File: src/rtl/wb_arb_pkg.sv
// Shared types and helpers for the Wishbone shared-bus arbiter.
package wb_arb_pkg;

  localparam int unsigned MAX_MASTERS = 8;
  localparam int unsigned PTR_W       = 3;

  typedef enum logic {
    ST_IDLE  = 1'b0,
    ST_OWNED = 1'b1
  } state_t;

  typedef logic [MAX_MASTERS-1:0] mvec_t;

  // Round-robin pick: first requester scanning last+1, last+2, ... modulo n; one-hot result.
  function automatic mvec_t rr_pick(input mvec_t req, input logic [PTR_W-1:0] last,
                                    input int unsigned n);
    mvec_t       pick;
    logic        found;
    int unsigned idx;
    pick  = '0;
    found = 1'b0;
    idx   = 0;
    for (int unsigned i = 1; i <= MAX_MASTERS; i++) begin
      if (i <= n) begin
        idx = (32'(last) + i) % n;
        if (!found && req[idx[PTR_W-1:0]]) begin
          pick[idx[PTR_W-1:0]] = 1'b1;
          found                = 1'b1;
        end
      end
    end
    return pick;
  endfunction

endpackage

File: src/rtl/wb_rr_picker.sv
// Combinational round-robin priority encoder: request vector and last owner to one-hot pick.
module wb_rr_picker
  import wb_arb_pkg::*;
#(
  parameter int unsigned N_MASTERS = 4,
  parameter int unsigned LW        = 2
) (
  input  logic [N_MASTERS-1:0] req,
  input  logic [LW-1:0]        last,
  output logic [N_MASTERS-1:0] pick,
  output logic                 valid
);

  assign pick  = N_MASTERS'(rr_pick(MAX_MASTERS'(req), PTR_W'(last), N_MASTERS));
  assign valid = |req;

endmodule

File: src/rtl/wb_shared_bus_arbiter.sv
// Wishbone shared-bus arbiter: round-robin grant on cyc, bus lock for the owner's
// whole cycle, full mux of the owner onto the slave side.
// Optional watchdog error injection is enabled with macro WB_ARB_TIMEOUT_EN.
module wb_shared_bus_arbiter
  import wb_arb_pkg::*;
#(
  parameter int unsigned N_MASTERS      = 4,
  parameter int unsigned AW             = 32,
  parameter int unsigned DW             = 32,
  parameter int unsigned TIMEOUT_CYCLES = 255,
  localparam int unsigned SW            = DW / 8,
  localparam int unsigned LW            = (N_MASTERS > 1) ? $clog2(N_MASTERS) : 1
) (
  input  logic                    clk,
  input  logic                    rst_n,
  input  logic [N_MASTERS-1:0]    m_cyc_i,
  input  logic [N_MASTERS-1:0]    m_stb_i,
  input  logic [N_MASTERS-1:0]    m_we_i,
  input  logic [N_MASTERS*AW-1:0] m_adr_i,
  input  logic [N_MASTERS*DW-1:0] m_dat_i,
  input  logic [N_MASTERS*SW-1:0] m_sel_i,
  output logic [DW-1:0]           m_dat_o,
  output logic [N_MASTERS-1:0]    m_ack_o,
  output logic [N_MASTERS-1:0]    m_err_o,
  output logic                    s_cyc_o,
  output logic                    s_stb_o,
  output logic                    s_we_o,
  output logic [AW-1:0]           s_adr_o,
  output logic [DW-1:0]           s_dat_o,
  output logic [SW-1:0]           s_sel_o,
  input  logic [DW-1:0]           s_dat_i,
  input  logic                    s_ack_i,
  input  logic                    s_err_i,
  output logic [N_MASTERS-1:0]    gnt_o,
  output logic                    busy_o
);

  // Reject unsupported configurations at elaboration.
  if (N_MASTERS < 2 || N_MASTERS > MAX_MASTERS || TIMEOUT_CYCLES == 0 || (DW % 8) != 0)
  begin : g_bad_param
    $error("wb_shared_bus_arbiter: unsupported parameter set");
  end

  state_t                state_q, state_d;
  logic [N_MASTERS-1:0]  gnt_q, gnt_d;
  logic [LW-1:0]         last_q, last_d;
  logic [LW-1:0]         own;
  logic [LW-1:0]         pick_idx;
  logic [N_MASTERS-1:0]  pick;
  logic                  pick_valid;
  logic                  wdog_err;

  wb_rr_picker #(
    .N_MASTERS (N_MASTERS),
    .LW        (LW)
  ) u_picker (
    .req   (m_cyc_i),
    .last  (last_q),
    .pick  (pick),
    .valid (pick_valid)
  );

  // Binary index of the current owner and of the candidate pick.
  always_comb begin
    own      = '0;
    pick_idx = '0;
    for (int unsigned i = 0; i < N_MASTERS; i++) begin
      if (gnt_q[i]) own = LW'(i);
      if (pick[i])  pick_idx = LW'(i);
    end
  end

  // State, grant and round-robin pointer registers.
  always_ff @(posedge clk) begin
    if (!rst_n) begin
      state_q <= ST_IDLE;
      gnt_q   <= '0;
      last_q  <= LW'(N_MASTERS - 1);
    end else begin
      state_q <= state_d;
      gnt_q   <= gnt_d;
      last_q  <= last_d;
    end
  end

  // Next state: grant from IDLE, hold the lock until the owner drops cyc.
  always_comb begin
    state_d = state_q;
    gnt_d   = gnt_q;
    last_d  = last_q;
    case (state_q)
      ST_IDLE: begin
        if (pick_valid) begin
          state_d = ST_OWNED;
          gnt_d   = pick;
          last_d  = pick_idx;
        end
      end
      ST_OWNED: begin
        if (!m_cyc_i[own]) begin
          state_d = ST_IDLE;
          gnt_d   = '0;
        end
      end
      default: begin
        state_d = ST_IDLE;
        gnt_d   = '0;
      end
    endcase
  end

  // Slave-side mux and owner-only response routing; everything quiet while idle.
  always_comb begin
    s_cyc_o = 1'b0;
    s_stb_o = 1'b0;
    s_we_o  = 1'b0;
    s_adr_o = '0;
    s_dat_o = '0;
    s_sel_o = '0;
    m_ack_o = '0;
    m_err_o = '0;
    if (state_q == ST_OWNED) begin
      s_cyc_o      = m_cyc_i[own];
      s_stb_o      = m_stb_i[own];
      s_we_o       = m_we_i[own];
      s_adr_o      = m_adr_i[32'(own)*AW +: AW];
      s_dat_o      = m_dat_i[32'(own)*DW +: DW];
      s_sel_o      = m_sel_i[32'(own)*SW +: SW];
      m_ack_o[own] = s_ack_i & m_cyc_i[own];
      m_err_o[own] = (s_err_i | wdog_err) & m_cyc_i[own];
    end
  end

  assign m_dat_o = s_dat_i;
  assign gnt_o   = gnt_q;
  assign busy_o  = (state_q == ST_OWNED);

`ifdef WB_ARB_TIMEOUT_EN
  localparam int unsigned WDW = ($clog2(TIMEOUT_CYCLES + 1) > 8) ? $clog2(TIMEOUT_CYCLES + 1) : 8;

  logic [WDW-1:0] wdog_q;
  logic           wdog_err_q;
  logic           stall;

  assign stall = (state_q == ST_OWNED) && s_stb_o && !s_ack_i && !s_err_i;

  // Watchdog: count stalled strobe cycles, pulse an error at the limit and restart.
  always_ff @(posedge clk) begin
    if (!rst_n || state_q != ST_OWNED || state_d != ST_OWNED) begin
      wdog_q     <= '0;
      wdog_err_q <= 1'b0;
    end else if (stall) begin
      if (wdog_q == WDW'(TIMEOUT_CYCLES - 1)) begin
        wdog_q     <= '0;
        wdog_err_q <= 1'b1;
      end else begin
        wdog_q     <= wdog_q + WDW'(1);
        wdog_err_q <= 1'b0;
      end
    end else begin
      if (s_ack_i || s_err_i) wdog_q <= '0;
      wdog_err_q <= 1'b0;
    end
  end

  assign wdog_err = wdog_err_q;
`else
  assign wdog_err = 1'b0;
`endif

endmodule

File: config.mk
export PLATFORM = sky130hd
export DESIGN_NAME = wb_shared_bus_arbiter
export DESIGN_NICKNAME = d
export VERILOG_FILES = /design/src/rtl/wb_arb_pkg.sv /design/src/rtl/wb_rr_picker.sv /design/src/rtl/wb_shared_bus_arbiter.sv
export SDC_FILE = /design/constraint.sdc
export NUM_CORES = 1
export LEC_CHECK = 0
export ABC_AREA = 1
export BUFFER_PORTS_ARGS = -buffer_cell sky130_fd_sc_hd__buf_2
export CAP_MARGIN = 5
export CORE_AREA = 2 2 167 169
export CTS_CLUSTER_SIZE = 10
export DETAILED_ROUTE_END_ITERATION = 10
export DIE_AREA = 0 0 169 171
export PLACE_DENSITY = 0.39
export RECOVER_POWER = 50
export SYNTH_ARGS = -nofsm -noshare
export SYNTH_HDL_FRONTEND = slang
export SYNTH_SLANG_ARGS = --single-unit
File: constraint.sdc
create_clock -name clk -period 6 [get_ports clk]
set_clock_uncertainty 0.2 [all_clocks]
set_input_delay 0.3 -clock clk [delete_from_list [all_inputs] [get_ports clk]]
set_output_delay 0.3 -clock clk [all_outputs]
set_load 0.01 [all_outputs]
* Word-level counts from Yosys, hierarchy flattened *
Index checks and enable logic that the tools add are counted.

word-level totals
  register bits after elaboration = 7
  latch bits = 0
  bits in writable memories = 0
  ROM bits = 0
  bits of input ports = 320
  output and inout bits = 116
  word-level logic and storage cells = 95
  memories kept = 0

operators by class
  add/subtract/negate cells = 4
  $mul = 0
  div/mod/pow operators = 0
  order comparisons = 10
  eq/ne operators = 2
  shift operators = 3
  mux-type cells = 51
  bitwise gates (word level) = 8
  reduce and logical (&&, ||, !) cells = 14

operators with widths
  kind                                                                                  number
  128-bit by 8-bit indexed part select with 32-bit output                               2
  32-bit two-way mux                                                                    2
  4-bit two-way mux                                                                     9
  1-bit two-way mux                                                                     22
  2-bit by 4-bit less-than comparator with 1-bit output (second input constant)         4
  16-bit by 5-bit indexed part select with 4-bit output                                 1
  1-bit binary-select mux with 2-bit select                                             7
  4-bit bitwise OR                                                                      3
  1-bit demux with 2-bit select                                                         5
  2-bit by 1-bit greater-or-equal comparator with 1-bit output (second input constant)  5
  4-bit AND                                                                             2
  1-bit logical AND                                                                     8
  2-bit two-way mux                                                                     4
  4-bit case mux with 2 select lines                                                    1
  2-bit by 1-bit adder with 2-bit output (second input constant)                        2
  2-bit adder (second input constant)                                                   2
  2-bit != test (second input constant)                                                 2
  2-bit AND reduction                                                                   2
  4-bit OR reduction                                                                    1
  1-bit zero test                                                                       3
  2-bit by 3-bit less-than comparator with 1-bit output (second input constant)         1
  1-bit AND                                                                             2
  1-bit case mux with 2 select lines                                                    1
  1-bit NOT                                                                             1

* Logic depth before layout (Yosys ltp) *
  word-level depth = 16
  mapped depth = 12
  gate-level depth less buffers = 12

* By module *
A second synthesis with hierarchy kept.

unflattened totals
  cell total of the unflattened synthesis = 568
  area total of the unflattened synthesis = 3,709.8 µm²

by module, submodules not included
  module                 times used  cells an instance  area an instance (µm²)  seq. area each (µm²)
  wb_shared_bus_arbiter  1           492                3,281.9                 140.1
  wb_rr_picker           1           76                 427.9                   0.0

* Worst setup path before layout *
OpenSTA, ideal clock, no wires.

  path type = register to register
  start = reg last_q[0]
  end = reg last_q[0]
  arrival = 1.726 ns
  data required time = 5.683 ns
  setup slack = 3.958 ns
  cell stages (with the launch flop) = 13
  cells stage by stage = dfxtp_1 inv_4 ha_1 inv_1 nand3_2 nand2_4 nand2_4 nor2_4 nand2_1 nand3_2 inv_1 nand3_1 nand2_1

on the way
  word-level cells in the longest chain between the ends = 16
  elaborated cells on any way between the ends = 51

RTL lines
  what                                                                                                            RTL line                     source
  start: declaration                                                                                              wb_shared_bus_arbiter.sv:46  logic [LW-1:0] last_q, last_d;
  start signal: assignment                                                                                        wb_shared_bus_arbiter.sv:78  last_q <= LW'(N_MASTERS - 1);
  start signal: assignment                                                                                        wb_shared_bus_arbiter.sv:82  last_q <= last_d;
  parallel branches: the longest is 12 deep, another holds 2-bit by 4-bit less-than comparator with 1-bit output  n/a
  4-bit two-way mux (*)                                                                                           wb_arb_pkg.sv:26             if (!found && req[idx[PTR_W-1:0]]) begin
  1-bit two-way mux                                                                                               wb_shared_bus_arbiter.sv:69  if (pick[i]) pick_idx = LW'(i);
  2-bit two-way mux                                                                                               wb_shared_bus_arbiter.sv:69
  2-bit two-way mux (*)                                                                                           wb_shared_bus_arbiter.sv:69

Every way passes the cells marked *. The select of a mux whose other input is x is not followed.
A chain may end at the register's enable or synchronous reset.

* Worst setup path in the final report *
  start = reg gnt_q[3] (netlist: gnt_o[3])
  end = out s_dat_o[30]

on the way
  word-level cells in the longest chain between the ends = 3

RTL lines
  what                                                     RTL line                      source
  start: declaration                                       wb_shared_bus_arbiter.sv:45   logic [N_MASTERS-1:0] gnt_q, gnt_d;
  start signal: assignment                                 wb_shared_bus_arbiter.sv:81   gnt_q <= gnt_d;
  2-bit two-way mux                                        wb_shared_bus_arbiter.sv:68   if (gnt_q[i]) own = LW'(i);
  128-bit by 8-bit indexed part select with 32-bit output  wb_shared_bus_arbiter.sv:127  s_dat_o = m_dat_i[32'(own)*DW +: DW];
  32-bit two-way mux                                       wb_shared_bus_arbiter.sv:122  if (state_q == ST_OWNED) begin
  end: declaration                                         wb_shared_bus_arbiter.sv:29   output logic [DW-1:0] s_dat_o,

Every way passes these cells.

==> impl_summary.md <==
Clock tree
Clock tree synthesis inserted a total of 3 buffers. The H-tree depth reported by CTS is 1. The clock slew at the register clock pins of the worst setup and hold paths is 0.04 ns.

Buffers inserted to repair hold after CTS numbered 0. Gates resized during post-CTS repair numbered 0. The tree built by TritonCTS fans out to 7 sinks.

The clock passes through at most 2 buffers. After clock tree synthesis, the setup repair step added 0 buffers. CTS placed an instance of sky130_fd_sc_hd__clkbuf_16 at the clock tree root. TritonCTS built the clock tree. The clock latency of the later-clocked register in the worst-skew pair is 0.24 ns.

STA
Setup violations remaining at the end of the flow were counted as 0. In the final timing run, aggregate negative setup slack is 0 ns. The final hold violation count is 0. In this run the tightest slew margin relative to its limit is 0.06208. After layout, the minimum clock period comes to just over 4 ns.

The period utilization is 0.6885. Setup repair after global routing left no endpoint under its margin. The slew at the pin closest to its max-slew limit is 1.405 ns. The number of max-slew violations in the final report is 0. The maximum clock frequency is 242.1 MHz.

Worst setup path
STA classifies the critical path startpoint as a flip-flop. The critical-path maximum fanout is 42. The signal on the critical path passes through nor2_1 > nor2_4 > buf_4 > nand2_1 > a41oi_1 > buf_2. The number of buffers and inverters on the critical path is 2.

The type of destination of the critical path is an output port. The master of the slowest instance on the critical path is sky130_fd_sc_hd__dfxtp_1. At the worst endpoint, the required time is 5.50 ns. The category of the critical setup timing path is reg2out. The worst endpoint data arrival time is 3.63 ns.

For flop-to-flop paths, the worst setup slack is 2.67 ns. The maximum single-stage delay on the critical path is roughly 1.2 ns. The dominant delay contributor by cell family on the critical path is flip-flops.

Global route
The first-pass GRT wire length is 27070 microns. The via count of the first global-routing pass was 4957. In the global route stage, overall resource usage came out at 0.1166.

The initial antenna violation count is 2. Entering global routing, the biggest net connects 75 pins. The aggregate global routing overflow is 0.

Synth
Summing every instance area after synthesis gives 3139 sq um. The mean instance size in the synthesized netlist is 5.507 sq um. In this run, synthesis inferred 0 flip-flops with an integrated enable. Counting flops with an async set or reset pin after synthesis yields a share of 0. The top cell type's share of synthesized area is 0.2662. The number of nets handed over by synthesis was about 900. The count of different cell masters after synthesis is 23. The synthesis-stage register bit count is 7. sky130_fd_sc_hd__nand3_1 takes more of the synthesized area than any other cell. In the post-synthesis netlist, the biggest area contributors are sky130_fd_sc_hd__nand3_1 (27%), sky130_fd_sc_hd__nand2_1 (21%), sky130_fd_sc_hd__a41oi_1 (20%). After technology mapping, the gate count stands at between 500 and 600. The most common flop cell mapped by yosys is sky130_fd_sc_hd__dfxtp_1. By count the netlist is led by sky130_fd_sc_hd__nand2_1 (173), sky130_fd_sc_hd__nand3_1 (167), sky130_fd_sc_hd__a41oi_1 (70), sky130_fd_sc_hd__buf_4 (34), sky130_fd_sc_hd__clkbuf_1 (34).

Yosys instantiated no cell more often than sky130_fd_sc_hd__nand2_1. During synthesis, Yosys emitted a total of 0 warnings. The fraction of the yosys area taken by sequential cells is 0.04464.

Finish
From synthesis to final layout, the design area changed by 61.22%. Of the cells placed in the final design, the portion with a size suffix greater than 1 is 0.4365. The final core utilization is 0.1852. For this run, the number of standard cells in the final layout without fillers is 1213. After the last flow step, the layout net total stands at between 1000 and 1500.

Floorplan
The total core area is between 20000 and 30000 sq um. The die width is 169 microns. The floorplan die area is 28900 sq um.

The initial utilization of the core area, before any placement, comes to 0.1149. The I/O pin total is 436. The initialized floorplan defines 61 standard-cell rows.

The vertical die dimension is 171 microns.

Placement
The count of buffers added on input and output ports is 371. The congestion estimate from routability-driven global placement came to 0.7640. The number of placed instances, taps included, is 1208. The HPWL reported at the end of detailed placement is 14630 microns.

Outcome
The run finished with clean final reports.

Pwr
Summed over all cells, the static leakage comes to 2.390 nW. The maximum resistive drop on vdd is 228.0 uV. The total power density per cell area is 373.1 nW/um^2.

Routing
The number of detailed-routing iterations run before antenna repair is 4. Using the TritonRoute via totals, the vias-per-cell ratio works out to ~4.4. In the final routed layout, each cell accounts on average for 15.82 microns. The post-detailed-route count of antenna-violating nets is 0. After the first detailed-routing iteration, the DRC count stood at 310. For this block, the routed nets add up to 19190 microns of wire. The routed layout has 5369 vias. In the routed design, unresolved DRC markers number 0.

Min path
The tightest min-delay check is of the in2reg type.

Run
The number of max-cap violations is 0.
==> where the power goes <==
group	total, mW	switching (mW)	internal [mW]
Clock	0.116	0.0273	0.0886
Sequential	0.120	0.0537	0.0661
Combinational	1.65	1.11	0.540
==> worst reg2reg max path, delay by kind of cell (launching register included) <==
family	cells	cell delay [ns]
AOI/OAI and AO/OA	2	0.27
DFF	1	1.24
and+or+nand+nor	5	1.48
==> area by class of cell <==
cell class / instances / area, sq um
sequential: 7 / 143.9
multi-input combinational: 455 / 2435
inverter: 22 / 83.83
timing repair buffer: 378 / 1884
tap: 346 / 432.9
fill: 3236 / 22260
antenna: 1 / 2.502
clock buffer: 4 / 78.83
==> routing by layer <==
metal,GRT usage,wire length (microns),up-vias
li1,-,-,2603
met1,0.1345,7379,2409
met2,0.2197,9674,314
met3,0.01989,1640,41
met4,0.03419,484,2
met5,0,13,-
==> layout by cell type (no fill, tap or decap) <==
| cell type | Yosys | final |
|---|---|---|
| sky130_fd_sc_hd__clkinvlp_2 | 0 | 1 |
| sky130_fd_sc_hd__inv_2 | 2 | 3 |
| sky130_fd_sc_hd__o21ai_1 | 2 | 1 |
| sky130_fd_sc_hd__clkbuf_1 | 34 | 21 |
| sky130_fd_sc_hd__nand3_1 | 167 | 168 |
| sky130_fd_sc_hd__diode_2 | 0 | 1 |
| sky130_fd_sc_hd__ha_1 | 8 | 8 |
| sky130_fd_sc_hd__dfxtp_4 | 0 | 1 |
| sky130_fd_sc_hd__nor3_1 | 8 | 8 |
| sky130_fd_sc_hd__nand2_2 | 3 | 3 |
| sky130_fd_sc_hd__inv_1 | 19 | 18 |
| sky130_fd_sc_hd__buf_2 | 17 | 351 |
| sky130_fd_sc_hd__nor2_1 | 3 | 4 |
| sky130_fd_sc_hd__a41oi_1 | 70 | 70 |
| sky130_fd_sc_hd__dfxtp_1 | 7 | 6 |
| sky130_fd_sc_hd__buf_4 | 34 | 7 |
| sky130_fd_sc_hd__nor2_4 | 2 | 2 |
| sky130_fd_sc_hd__nand4_1 | 1 | 1 |
| sky130_fd_sc_hd__nand3_2 | 5 | 4 |
| sky130_fd_sc_hd__nand2_1 | 173 | 173 |
| sky130_fd_sc_hd__o21ai_0 | 2 | 3 |
| sky130_fd_sc_hd__a21oi_1 | 7 | 7 |
| sky130_fd_sc_hd__clkbuf_16 | 0 | 3 |
| sky130_fd_sc_hd__nand2_4 | 3 | 3 |
==> sequential cells by signal, indices dropped and copies added (netlist names) <==
name and count:
gnt_o 4, last_q 2, busy_o 1
==> final timing paths <==
check	startpoint	to	depth (start not counted)
min reg2reg	gnt_o[0]$_SDFFE_PN0P_	gnt_o[0]$_SDFFE_PN0P_	2
max	gnt_o[3]$_SDFFE_PN0P_	s_dat_o[30]	6
max reg2reg	gnt_o[3]$_SDFFE_PN0P_	gnt_o[1]$_SDFFE_PN0P_	7
min	rst_n	last_q[0]$_SDFFE_PN1P_	4
==> kinds of logic after synthesis <==
| kind of cell | after synthesis | synth area share |
|---|---|---|
| flops | 7 | 0.04464 |
| fa+ha+maj | 8 | 0.03189 |
| buf+inv | 108 | 0.1774 |
| simple gates | 366 | 0.5333 |
| compound gates | 81 | 0.2128 |
==> per-stage QoR <==
| stage | setup WS, ns | total power [mW] | hold slack (ns) | cell area [sq um] |
|---|---|---|---|---|
| after floorplan | 3.958 | 1.243 | 0.2582 | 3139 |
| after global placement | 2.687 | 1.824 | 0.2643 | 5020 |
| after detailed placement | 2.709 | 1.799 | 0.2715 | 5020 |
| after CTS | 2.470 | 1.920 | 0.1772 | 5099 |
| after global routing | 1.507 | 2.073 | 0.2061 | 5059 |
| final | 1.869 | 1.888 | 0.1736 | 5061 |
No activity file was read; power rests on OpenSTA's default activity.
